<file path="src/rtl/load_store_unit_pkg.sv">
// Shared definitions for the load/store unit: RV32 funct3 codes, controller
// transfer modes, FSM state encoding and the funct3-to-mode decode.
// Ports: none (package).
package lsu_pkg;

   // RV32 load/store funct3 codes
   localparam logic [2:0] F3_LB  = 3'b000;
   localparam logic [2:0] F3_LH  = 3'b001;
   localparam logic [2:0] F3_LW  = 3'b010;
   localparam logic [2:0] F3_LBU = 3'b100;
   localparam logic [2:0] F3_LHU = 3'b101;

   // memory controller transfer modes
   localparam logic [1:0] MODE_WORD = 2'b00;
   localparam logic [1:0] MODE_BYTE = 2'b01;
   localparam logic [1:0] MODE_HALF = 2'b10;

   typedef enum logic [1:0] {
      IDLE  = 2'd0,
      ISSUE = 2'd1,
      WAIT  = 2'd2,
      RESP  = 2'd3
   } lsu_state_t;

   // Only funct3[1:0] selects the width; 011 and the unused upper codes fall
   // back to word, and the sign bit funct3[2] is irrelevant to the transfer.
   function automatic logic [1:0] funct3_to_mode(input logic [1:0] size);
      case (size)
         2'b00:   return MODE_BYTE;
         2'b01:   return MODE_HALF;
         default: return MODE_WORD;
      endcase
   endfunction

endpackage

</file>
<file path="src/rtl/load_store_unit_if.sv">
// Handshake bundles of the load/store unit.
// lsu_req_if: core request/response (master = core, slave = LSU).
// lsu_mem_if: memory controller command/ready (master = LSU, slave = controller).
interface lsu_req_if #(parameter int ADDR_W = 24);
   logic              req_valid;
   logic              req_ready;
   logic              req_we;
   logic [2:0]        req_funct3;
   logic [ADDR_W-1:0] req_addr;
   logic [31:0]       req_wdata;
   logic              resp_valid;
   logic [31:0]       resp_rdata;
   logic              resp_timeout;
   logic              resp_err;

   modport master (output req_valid, req_we, req_funct3, req_addr, req_wdata,
                   input  req_ready, resp_valid, resp_rdata, resp_timeout, resp_err);
   modport slave  (input  req_valid, req_we, req_funct3, req_addr, req_wdata,
                   output req_ready, resp_valid, resp_rdata, resp_timeout, resp_err);
endinterface

interface lsu_mem_if #(parameter int ADDR_W = 24);
   logic              enable;
   logic [ADDR_W-1:0] addr;
   logic              we;
   logic [31:0]       wdata;
   logic [1:0]        instr_mode;
   logic [31:0]       data_out;
   logic              op_r;

   modport master (output enable, addr, we, wdata, instr_mode,
                   input  data_out, op_r);
   modport slave  (input  enable, addr, we, wdata, instr_mode,
                   output data_out, op_r);
endinterface

</file>
<file path="src/rtl/load_store_unit_extend.sv">
// load_extend: RV32 sign/zero extension of raw controller read data.
// Latency: combinational. Backpressure: none.
// Ports: funct3 (load type), raw (controller data), ext (extended word).
module load_extend
   import lsu_pkg::*;
(
   input  logic [2:0]  funct3,
   input  logic [31:0] raw,
   output logic [31:0] ext
);

   always_comb begin
      ext = raw;
      case (funct3)
         F3_LB:   ext = {{24{raw[7]}}, raw[7:0]};
         F3_LBU:  ext = {24'd0, raw[7:0]};
         F3_LH:   ext = {{16{raw[15]}}, raw[15:0]};
         F3_LHU:  ext = {16'd0, raw[15:0]};
         default: ext = raw;
      endcase
   end

endmodule

</file>
<file path="src/rtl/load_store_unit.sv">
// load_store_unit: issues RV32 loads/stores to the memory controller and returns extended data.
// Latency: response 6 edges after accept with the current controller; watchdog ends WAIT after TIMEOUT_CYCLES.
// Backpressure: req_ready only in IDLE; one transaction in flight. Option macro: LSU_MISALIGN_TRAP_EN.
// Ports: clk, rst (sync, active-high), core (lsu_req_if.slave), mem (lsu_mem_if.master).
module load_store_unit #(
   parameter int ADDR_W         = 24,
   parameter int TIMEOUT_CYCLES = 15
) (
   input logic       clk,
   input logic       rst,
   lsu_req_if.slave  core,
   lsu_mem_if.master mem
);
   import lsu_pkg::*;

   localparam int               WD_W    = $clog2(TIMEOUT_CYCLES) + 1;
   localparam logic [WD_W-1:0]  WD_LAST = WD_W'(TIMEOUT_CYCLES - 1);

   lsu_state_t        state, state_nxt;
   logic [ADDR_W-1:0] addr_q;
   logic              we_q;
   logic [31:0]       wdata_q;
   logic [2:0]        funct3_q;
   logic [1:0]        mode_q;
   logic [WD_W-1:0]   wd;
   logic [31:0]       rdata_q;
   logic              timeout_q;
   logic [31:0]       ext_data;
   logic              accept, ready, valid, enable;
   logic              misalign;

`ifdef LSU_MISALIGN_TRAP_EN
   logic       err_q;
   logic [1:0] req_mode;
   assign req_mode = funct3_to_mode(core.req_funct3[1:0]);
   assign misalign = ((req_mode == MODE_HALF) && core.req_addr[0]) ||
                     ((req_mode == MODE_WORD) && (core.req_addr[1:0] != 2'b00));
   assign core.resp_err = err_q;
`else
   assign misalign      = 1'b0;
   assign core.resp_err = 1'b0;
`endif

   load_extend u_ext (
      .funct3 (funct3_q),
      .raw    (mem.data_out),
      .ext    (ext_data)
   );

   always_comb begin
      state_nxt = state;
      ready     = 1'b0;
      valid     = 1'b0;
      enable    = 1'b0;
      accept    = 1'b0;
      case (state)
         IDLE: begin
            ready = 1'b1;
            if (core.req_valid) begin
               accept    = 1'b1;
               state_nxt = misalign ? RESP : ISSUE;
            end
         end
         ISSUE: begin
            enable    = 1'b1;
            state_nxt = WAIT;
         end
         WAIT: begin
            if (mem.op_r || (wd == WD_LAST)) state_nxt = RESP;
         end
         RESP: begin
            valid     = 1'b1;
            state_nxt = IDLE;
         end
         default: state_nxt = IDLE;
      endcase
   end

   always_ff @(posedge clk) begin
      if (rst) begin
         state     <= IDLE;
         addr_q    <= '0;
         we_q      <= 1'b0;
         wdata_q   <= 32'd0;
         funct3_q  <= 3'd0;
         mode_q    <= MODE_WORD;
         wd        <= '0;
         rdata_q   <= 32'd0;
         timeout_q <= 1'b0;
`ifdef LSU_MISALIGN_TRAP_EN
         err_q     <= 1'b0;
`endif
      end else begin
         state     <= state_nxt;
         // qualifiers are only ever high during the single RESP cycle
         timeout_q <= 1'b0;
`ifdef LSU_MISALIGN_TRAP_EN
         err_q     <= 1'b0;
`endif
         if (accept) begin
            addr_q   <= core.req_addr;
            we_q     <= core.req_we;
            wdata_q  <= core.req_wdata;
            funct3_q <= core.req_funct3;
            mode_q   <= funct3_to_mode(core.req_funct3[1:0]);
`ifdef LSU_MISALIGN_TRAP_EN
            if (misalign) begin
               err_q   <= 1'b1;
               rdata_q <= 32'd0;
            end
`endif
         end
         if (state == ISSUE) wd <= '0;
         if (state == WAIT) begin
            // a ready pulse on the expiry cycle still counts as an answer
            if (mem.op_r) begin
               rdata_q <= we_q ? 32'd0 : ext_data;
            end else if (wd == WD_LAST) begin
               timeout_q <= 1'b1;
               rdata_q   <= 32'd0;
            end else if (wd != '1) begin
               wd <= wd + 1'b1;
            end
         end
      end
   end

   assign core.req_ready    = ready;
   assign core.resp_valid   = valid;
   assign core.resp_rdata   = rdata_q;
   assign core.resp_timeout = timeout_q;
   assign mem.enable        = enable;
   assign mem.addr          = addr_q;
   assign mem.we            = we_q;
   assign mem.wdata         = wdata_q;
   assign mem.instr_mode    = mode_q;

endmodule

</file>
<file path="src/flat_wrapper.sv">
// flat-port wrapper written by rule: the top's interface ports become plain ports
module load_store_unit_flat import lsu_pkg::*;
#(
   parameter int ADDR_W         = 24,
   parameter int TIMEOUT_CYCLES = 15
)
  (clk, rst, core_req_valid, core_req_we, core_req_funct3, core_req_addr, core_req_wdata, core_req_ready, core_resp_valid, core_resp_rdata, core_resp_timeout, core_resp_err, mem_enable, mem_addr, mem_we, mem_wdata, mem_instr_mode, mem_data_out, mem_op_r);
  lsu_req_if #(.ADDR_W(ADDR_W)) core_i ();
  lsu_mem_if #(.ADDR_W(ADDR_W)) mem_i ();
  input logic clk;
  input logic rst;
  input wire logic [$bits(core_i.req_valid)-1:0] core_req_valid;
  input wire logic [$bits(core_i.req_we)-1:0] core_req_we;
  input wire logic [$bits(core_i.req_funct3)-1:0] core_req_funct3;
  input wire logic [$bits(core_i.req_addr)-1:0] core_req_addr;
  input wire logic [$bits(core_i.req_wdata)-1:0] core_req_wdata;
  output wire logic [$bits(core_i.req_ready)-1:0] core_req_ready;
  output wire logic [$bits(core_i.resp_valid)-1:0] core_resp_valid;
  output wire logic [$bits(core_i.resp_rdata)-1:0] core_resp_rdata;
  output wire logic [$bits(core_i.resp_timeout)-1:0] core_resp_timeout;
  output wire logic [$bits(core_i.resp_err)-1:0] core_resp_err;
  output wire logic [$bits(mem_i.enable)-1:0] mem_enable;
  output wire logic [$bits(mem_i.addr)-1:0] mem_addr;
  output wire logic [$bits(mem_i.we)-1:0] mem_we;
  output wire logic [$bits(mem_i.wdata)-1:0] mem_wdata;
  output wire logic [$bits(mem_i.instr_mode)-1:0] mem_instr_mode;
  input wire logic [$bits(mem_i.data_out)-1:0] mem_data_out;
  input wire logic [$bits(mem_i.op_r)-1:0] mem_op_r;
  assign core_i.req_valid = core_req_valid;
  assign core_i.req_we = core_req_we;
  assign core_i.req_funct3 = core_req_funct3;
  assign core_i.req_addr = core_req_addr;
  assign core_i.req_wdata = core_req_wdata;
  assign core_req_ready = core_i.req_ready;
  assign core_resp_valid = core_i.resp_valid;
  assign core_resp_rdata = core_i.resp_rdata;
  assign core_resp_timeout = core_i.resp_timeout;
  assign core_resp_err = core_i.resp_err;
  assign mem_enable = mem_i.enable;
  assign mem_addr = mem_i.addr;
  assign mem_we = mem_i.we;
  assign mem_wdata = mem_i.wdata;
  assign mem_instr_mode = mem_i.instr_mode;
  assign mem_i.data_out = mem_data_out;
  assign mem_i.op_r = mem_op_r;
  load_store_unit #(.ADDR_W(ADDR_W), .TIMEOUT_CYCLES(TIMEOUT_CYCLES)) u_core (.clk(clk), .rst(rst), .core(core_i), .mem(mem_i));
endmodule
</file>
<file path="config.mk">
export PLATFORM = sky130hd
export DESIGN_NAME = load_store_unit_flat
export DESIGN_NICKNAME = d
export VERILOG_FILES = /design/src/rtl/load_store_unit_pkg.sv /design/src/rtl/load_store_unit_if.sv /design/src/rtl/load_store_unit_extend.sv /design/src/rtl/load_store_unit.sv /design/src/flat_wrapper.sv
export SDC_FILE = /design/constraint.sdc
export NUM_CORES = 1
export LEC_CHECK = 0
export BUFFER_PORTS_ARGS = -buffer_cell sky130_fd_sc_hd__buf_4
export CAP_MARGIN = 20
export CORE_UTILIZATION = 51
export CTS_CLUSTER_DIAMETER = 150
export CTS_CLUSTER_SIZE = 30
export DETAILED_ROUTE_END_ITERATION = 10
export GPL_ROUTABILITY_DRIVEN = 0
export PLACE_DENSITY = 0.89
export SYNTH_ARGS = -nofsm -noshare
export SYNTH_HDL_FRONTEND = slang
export SYNTH_HIERARCHICAL = 1
export SYNTH_SLANG_ARGS = --single-unit
</file>
<file path="constraint.sdc">
create_clock -name clk -period 2.8 [get_ports clk]
set_input_delay 0.14 -clock clk [delete_from_list [all_inputs] [get_ports clk]]
set_output_delay 0.14 -clock clk [all_outputs]
set_load 0.01 [all_outputs]
</file>
==> run_results.csv, run 1 <==
group,metric,value,unit
outcome,status,"finished, final reports clean",
clocking,htreeDepth,3,
grt,first_global_vias,3986,
setup_path,reg2regPathDepth,6,
power_and_ir_drop,cellLeakagePower,0.002631,uW
grt,use_met2,0.4286,
floorplanning,initial_core_util,0.5336,
setup_path,crit_slowest_cell,"or3b_1",
min_path,whs_path_depth,3,
floorplanning,die_h,95.42,um
grt,grt_usage,0.2575,
routing,drt_wl_total,12.26,mm
clocking,cts_tree,"built",
routing,drt_iter0_drc,172,
synth,yosysSeqAreaShare,0.4588,
clocking,cts-resized-gates,0,
synth,synth_cell_types,38,
synth,syn-num-nets,673,
synth,avgSynthCellArea,7.808,um2
sta,rsz0062_at_grt,"no",
clocking,path_clk_slew,100,ps
synth,synthFlopType,"dfxtp_1",
placement,io_buffers,190,
sta,relSlewSlack,0.4166,
clocking,cts_setup_buffers,0,
synth,synth_edf_count,0,
setup_path,crit_path_end_kind,"register",
sta,max_freq,0.4711,GHz
power_and_ir_drop,p_total,4396,uW
grt,top_usage_layer,"met2",
floorplanning,coreArea,8341,um2
layout,utilization,0.7235,
sta,period_share,0.7581,
synth,netlist_area,4451,um2
synth,ys_warn_count,6,
routing,via_count,4520,
synth,synthCells,570,
power_and_ir_drop,vdd.ir_drop.worst,390.1,uV
layout,nets,829,
grt,grt_start_max_net_pins,66,
layout,syn2layout_area_growth,35.59,%
synth,yosys.area.top_type,"dfxtp_1",
sta,worst_slew_pin_slew,873.8,ps
sta,min_period,2123,ps
placement,placed_cell_area,5821,um2
routing,antenna_left,0,
setup_path,cp_max_fo,7,
grt,overflow,0,
setup_path,path_class,"register to register",
floorplanning,io_pins,192,
sta,hold_violations,0,
floorplanning,die_area,9104,um2
floorplanning,die_width,95.42,um
clocking,cts_buffers,9,
setup_path,rr_startpoint,"u_core/wd[0]",
synth,yosysTopAreaCellShare,0.4588,
setup_path,worstPathCellList,"ha_1 -> and3_1 -> ha_1 -> or3b_1 -> or3_1 -> a31oi_1",
job,maxCapViolCount,0,
clocking,cts_root_buffer,"clkbuf_8",
setup_path,slowest_delay,490,ps
setup_path,r2r_setup_slack,680,ps
sta,slew_violations,0,
grt,met1_usage,0.3079,
layout,fin_area,6035,um2
synth,async_flop_share,0,
sta,final.setup_skew,7.812,ps
layout,diodes,0,
sta,timing.hold.ws,18.34,ps
setup_path,cp-start-kind,"register",
synth,ys_seq_elements,102,
layout,drive_above_1_share,0.3051,
routing,wire_per_inst,14.67,um
setup_path,crit_top_cell,"ha_1",
routing,via_per_inst,5.407,
grt,grt_use_met3,0.07496,
synth,synth.area.top_cells,"dfxtp_1, a21oi_1, nand2_1",
min_path,hold_start,"core_req_wdata[13]",
routing,drt_pre_antenna_iters,5,
clocking,clkLatencyLatePin,360,ps
clocking,cts_hold_buf,0,
sta,final.setup.tns,0,ps
min_path,hold_class,"input port to register",
routing,drc,0,
setup_path,cp.required,3080,ps
power_and_ir_drop,pwr_density_cell,728.5,nW/um2
grt,antenna_found_initial,0,
clocking,clock-sinks,102,
sta,setup_viol,0,
clocking,clockBufferDepth,2,
layout,num-fill-cells,645,
setup_path,cp.arrival,2400,ps
placement,dpl.hpwl,8.594,mm
setup_path,r2r_end,"u_core/wd[3]",
grt,grt_pass1_wl,18.43,mm
floorplanning,rows,33,
min_path,min_to,"u_core/mem.wdata[13]",
[placed cells by master, fill, tap and decap left out, types with 2 or more instances in the layout]
cell type	n
buf_4	201
ha_1	7
nand4b_1	2
nor2b_1	29
o21ai_0	24
or3_1	3
nand2_1	146
nand2b_1	2
nand3b_1	34
o211ai_1	4
clkbuf_1	2
and2b_2	3
clkbuf_8	9
a21oi_1	129
bufinv_16	2
nand3_1	4
inv_1	5
a31oi_1	2
dfxtp_1	102
[cell type report]
type	instances	area (um2)	share of cell area
multi-input combinational	407	2120	0.3512
sequential	102	2042	0.3384
inverter	5	18.77	0.003110
clock inverter	5	82.58	0.01368
timing repair buffer	201	1509	0.2501
tap	105	131.4	0.02177
clock buffer	11	131.4	0.02177
[critical path: cells and delay by family (launching register included)]
| family | cells | cell delay (ps) |
|---|---|---|
| AND/OR/NAND/NOR | 3 | 1100 |
| flip-flops | 1 | 350 |
| AO/OA/AOI/OAI | 1 | 160 |
| adder cells (fa/ha/maj) | 2 | 450 |
[flip-flops by register name, indices dropped and copies added, names as in the netlist]
name	flops
u_core/mem.instr_mode	2
u_core/state	2
u_core/wd	5
u_core/core.resp_timeout	1
u_core/mem.addr	24
u_core/core.resp_rdata	32
u_core/funct3_q	3
u_core/mem.wdata	32
u_core/mem.we	1
[worst max path at each step]
| stage | depth (start not counted) | slack [ps] | to | start |
|---|---|---|---|---|
| floorplan | 7 | 870 | u_core/wd[3] | u_core/wd[0] |
| global placement | 6 | 840 | u_core/wd[3] | u_core/wd[0] |
| detailed placement | 6 | 760 | u_core/wd[3] | u_core/wd[0] |
| CTS | 6 | 700 | u_core/wd[3] | u_core/wd[0] |
| global route | 6 | 640 | u_core/wd[3] | u_core/wd[0] |
| finish | 6 | 680 | u_core/wd[3] | u_core/wd[0] |
[cells in the mapped netlist, drive strengths merged (3+ instances only)]
| cell type | count |
|---|---|
| nor2b | 29 |
| and2b | 3 |
| nand2 | 147 |
| nand3b | 34 |
| inv | 5 |
| o21ai | 24 |
| or3 | 3 |
| ha | 7 |
| o211ai | 4 |
| a21oi | 129 |
| buf | 23 |
| nand3 | 4 |
| clkbuf | 33 |
| dfxtp | 102 |
[where the power goes]
group | switching [uW] | leakage [uW] | internal, uW | total (uW)
Sequential | 191 | 0.000832 | 1710 | 1900
Clock | 495 | 0.000108 | 508 | 1000
Combinational | 787 | 0.00169 | 701 | 1490
[per-stage QoR]
stage	setup WS, ps	cells
global route	642.7	836
CTS	704.0	836
detailed placement	764.9	820
floorplan	872.2	570
finish	677.2	836
global placement	844.2	820
[layer usage]
layer | wire (um) | vias to the layer above
li1 | - | 2207
met5 | 0 | -
met2 | 6050 | 181
met1 | 4830 | 2107
met3 | 1072 | 25
met4 | 307 | 0
[cells by family (layout without fill, tap and decap cells)]
logic type | count (synthesis) | count (layout) | share of synthesized area
flip-flops | 102 | 102 | 0.4588
other | 1 | 1 | 0.0008426
multiplexers | 2 | 2 | 0.005341
AO/OA/AOI/OAI | 161 | 161 | 0.1847
AND/OR/NAND/NOR | 236 | 236 | 0.2648
adder cells (fa/ha/maj) | 7 | 7 | 0.01968
buffers and inverters | 61 | 222 | 0.06579
Note: power is estimated with default switching activity, not from simulation.
==> run 2: changes to the inputs <==
Settings changed: CORE_UTILIZATION 51 to 43, PLACE_DENSITY 0.89 to 0.8.
Clock period 2.8 ns to 1.85 ns, I/O delays scaled along.
==> run 2 against run 1 <==
Against the previous run:
- combinational power up 70%
- register-to-register slack worse by 640 ps
- total power up 54%
- worst setup slack worse by 640 ps
- final cell count up 12%
- final area up 13%
- count of clock-buffer cells in the layout up 2
- maximum frequency up 17%
- critical path type unchanged
- largest cell class is now non-clock buffers
==> run_results.csv, run 2 (synthesized netlist as in run 1, its figures left out) <==
group,metric,value,unit
outcome,status,"finished, final reports clean",
sta,period_share,0.9780,
min_path,hold_class,"input port to register",
placement,dp_slack,-37.15,ps
sta,timing.hold.ws,22.56,ps
routing,drt_wl_total,14.70,mm
setup_path,cp.arrival,2050,ps
sta,hold_violations,0,
sta,min_period,1809,ps
job,maxCapViolCount,0,
grt,overflow,0,
floorplanning,die_h,103.7,um
floorplanning,initial_core_util,0.4491,
layout,syn2layout_area_growth,53.64,%
setup_path,cp.required,2090,ps
clocking,clockBufferDepth,2,
routing,dr.max_layer_used,"met4",
floorplanning,coreArea,9910,um2
power_and_ir_drop,pwr_density_cell,988.3,nW/um2
routing,dr_wl_met3,1.146,mm
grt,first_global_vias,4769,
routing,drc,0,
clocking,clkLatencyLatePin,360,ps
layout,final_common_cell,"buf_4",
clocking,htreeDepth,3,
floorplanning,rows,36,
sta,finalWorstSetupSlack,40.70,ps
placement,dpl.hpwl,8.539,mm
layout,mostFrequentLayoutCells,"buf_4, nand2_1, a21oi_1",
layout,nets,901,
floorplanning,io_pins,192,
clocking,cts_root_buffer,"clkbuf_8",
routing,met1Wirelength,6.045,mm
clocking,clock-sinks,102,
layout,fin_area,6838,um2
grt,grt_start_max_net_pins,62,
power_and_ir_drop,vdd.ir_drop.worst,584.9,uV
setup_path,path_buf_inv,1,
routing,drt_pre_antenna_iters,4,
layout,stdcell_count,936,
setup_path,cp_max_fo,5,
floorplanning,die_width,103.7,um
sta,slew_violations,0,
grt,grt_usage,0.2673,
setup_path,path_class,"register to register",
grt,grt_pass1_wl,23.52,mm
clocking,cts_buffers,9,
setup_path,crit_path_end_kind,"register",
routing,via_count,4966,
routing,wl_met2,7.149,mm
layout,drive_above_1_share,0.3001,
clocking,cts_tree,"built",
setup_path,cp-start-kind,"register",
placement,dp.cells,854,
routing,wire_per_inst,15.70,um
power_and_ir_drop,cellLeakagePower,0.002944,uW
layout,utilization,0.6900,
routing,drt_iter0_drc,282,
floorplanning,die_area,10760,um2
setup_path,worstPathCellList,"ha_4 -> and3_4 -> ha_4 -> or3b_4 -> buf_4 -> o211ai_1 -> a21oi_2",
placement,placed_cell_area,5972,um2
placement,io_buffers,190,
sta,final.setup_skew,4.180,ps
setup_path,slowest_delay,420,ps
sta,max_freq,0.5527,GHz
sta,rsz0062_at_grt,"yes",
setup_path,crit_family,"simple AND/OR/NAND/NOR gates",
clocking,path_clk_slew,90,ps
sta,setup_viol,0,
sta,worst_slew_pin_slew,533.0,ps
grt,antenna_found_initial,0,
sta,relSlewSlack,0.6447,
setup_path,crit_top_cell,"ha_4",
routing,via_per_inst,5.306,
routing,antenna_left,0,
layout,diodes,0,
setup_path,crit_slowest_cell,"or3b_4",
-- run 2: cell types whose count changed in the layout (fill, tap and decap cells not counted), sizes merged --
cell         change
dlygate4sd3     +63
buf              +9
bufinv           -2
clkbuf           +2
clkinvlp         +1
inv              -1
-- run 2: final cells by class --
cell class	instances	area (um2)
Clock inverter	3	17.52
Sequential cell	102	2044
Tap cell	133	166.4
Multi-Input combinational cell	407	2161
Fill cell	747	3072
Inverter	5	18.77
Clock buffer	13	168.9
Timing Repair Buffer	273	2261
-- run 2: power breakdown --
group          leakage (uW)  switching (uW)  total (uW)  internal, uW
Clock             0.0000954             751        1350           597
Combinational       0.00202            1310        2530          1220
Sequential         0.000833             284        2880          2600
Total               0.00294            2350        6760          4410
-- run 2: per-layer routing --
metal | track usage | up-vias
met1 | 0.3266 | 2329
met5 | 0 | -
li1 | - | 2350
met3 | 0.06482 | 29
met2 | 0.4525 | 258
met4 | 0.1051 | 0
-- run 2: per-stage QoR --
step                      setup TNS, ps  total power, uW
after floorplan                       0             4159
after global placement          -0.5048             5160
after detailed placement         -37.15             5245
after CTS                             0             6688
after global routing             -53.53             7143
final                                 0             6758
-- run 2: final timing paths --
| kind | start | endpoint | depth (start not counted) | slack (ps) |
|---|---|---|---|---|
| worst min register to register | u_core/mem.wdata[31] | u_core/mem.wdata[31] | 2 | 460 |
| worst max-delay path | u_core/wd[0] | u_core/wd[1] | 7 | 40 |
| worst max register to register | u_core/wd[0] | u_core/wd[1] | 7 | 40 |
| worst min-delay path | mem_data_out[4] | u_core/core.resp_rdata[4] | 3 | 20 |
-- run 2: worst register-to-register path, stage by stage (launching register included) --
cell and delay [ps]:
dfxtp_2 350, ha_4 160, and3_4 180, ha_4 150, or3b_4 420, buf_4 150, o211ai_1 200, a21oi_2 70
-- run 2: what timing repair did --
action,4_1_cts,5_1_grt
gates cloned,0,0
buffers inserted,0,3
pin swaps,0,5
hold endpoints to repair,63,0
setup endpoints to repair,2,27
gates resized for setup,1,5
hold buffers,63,0
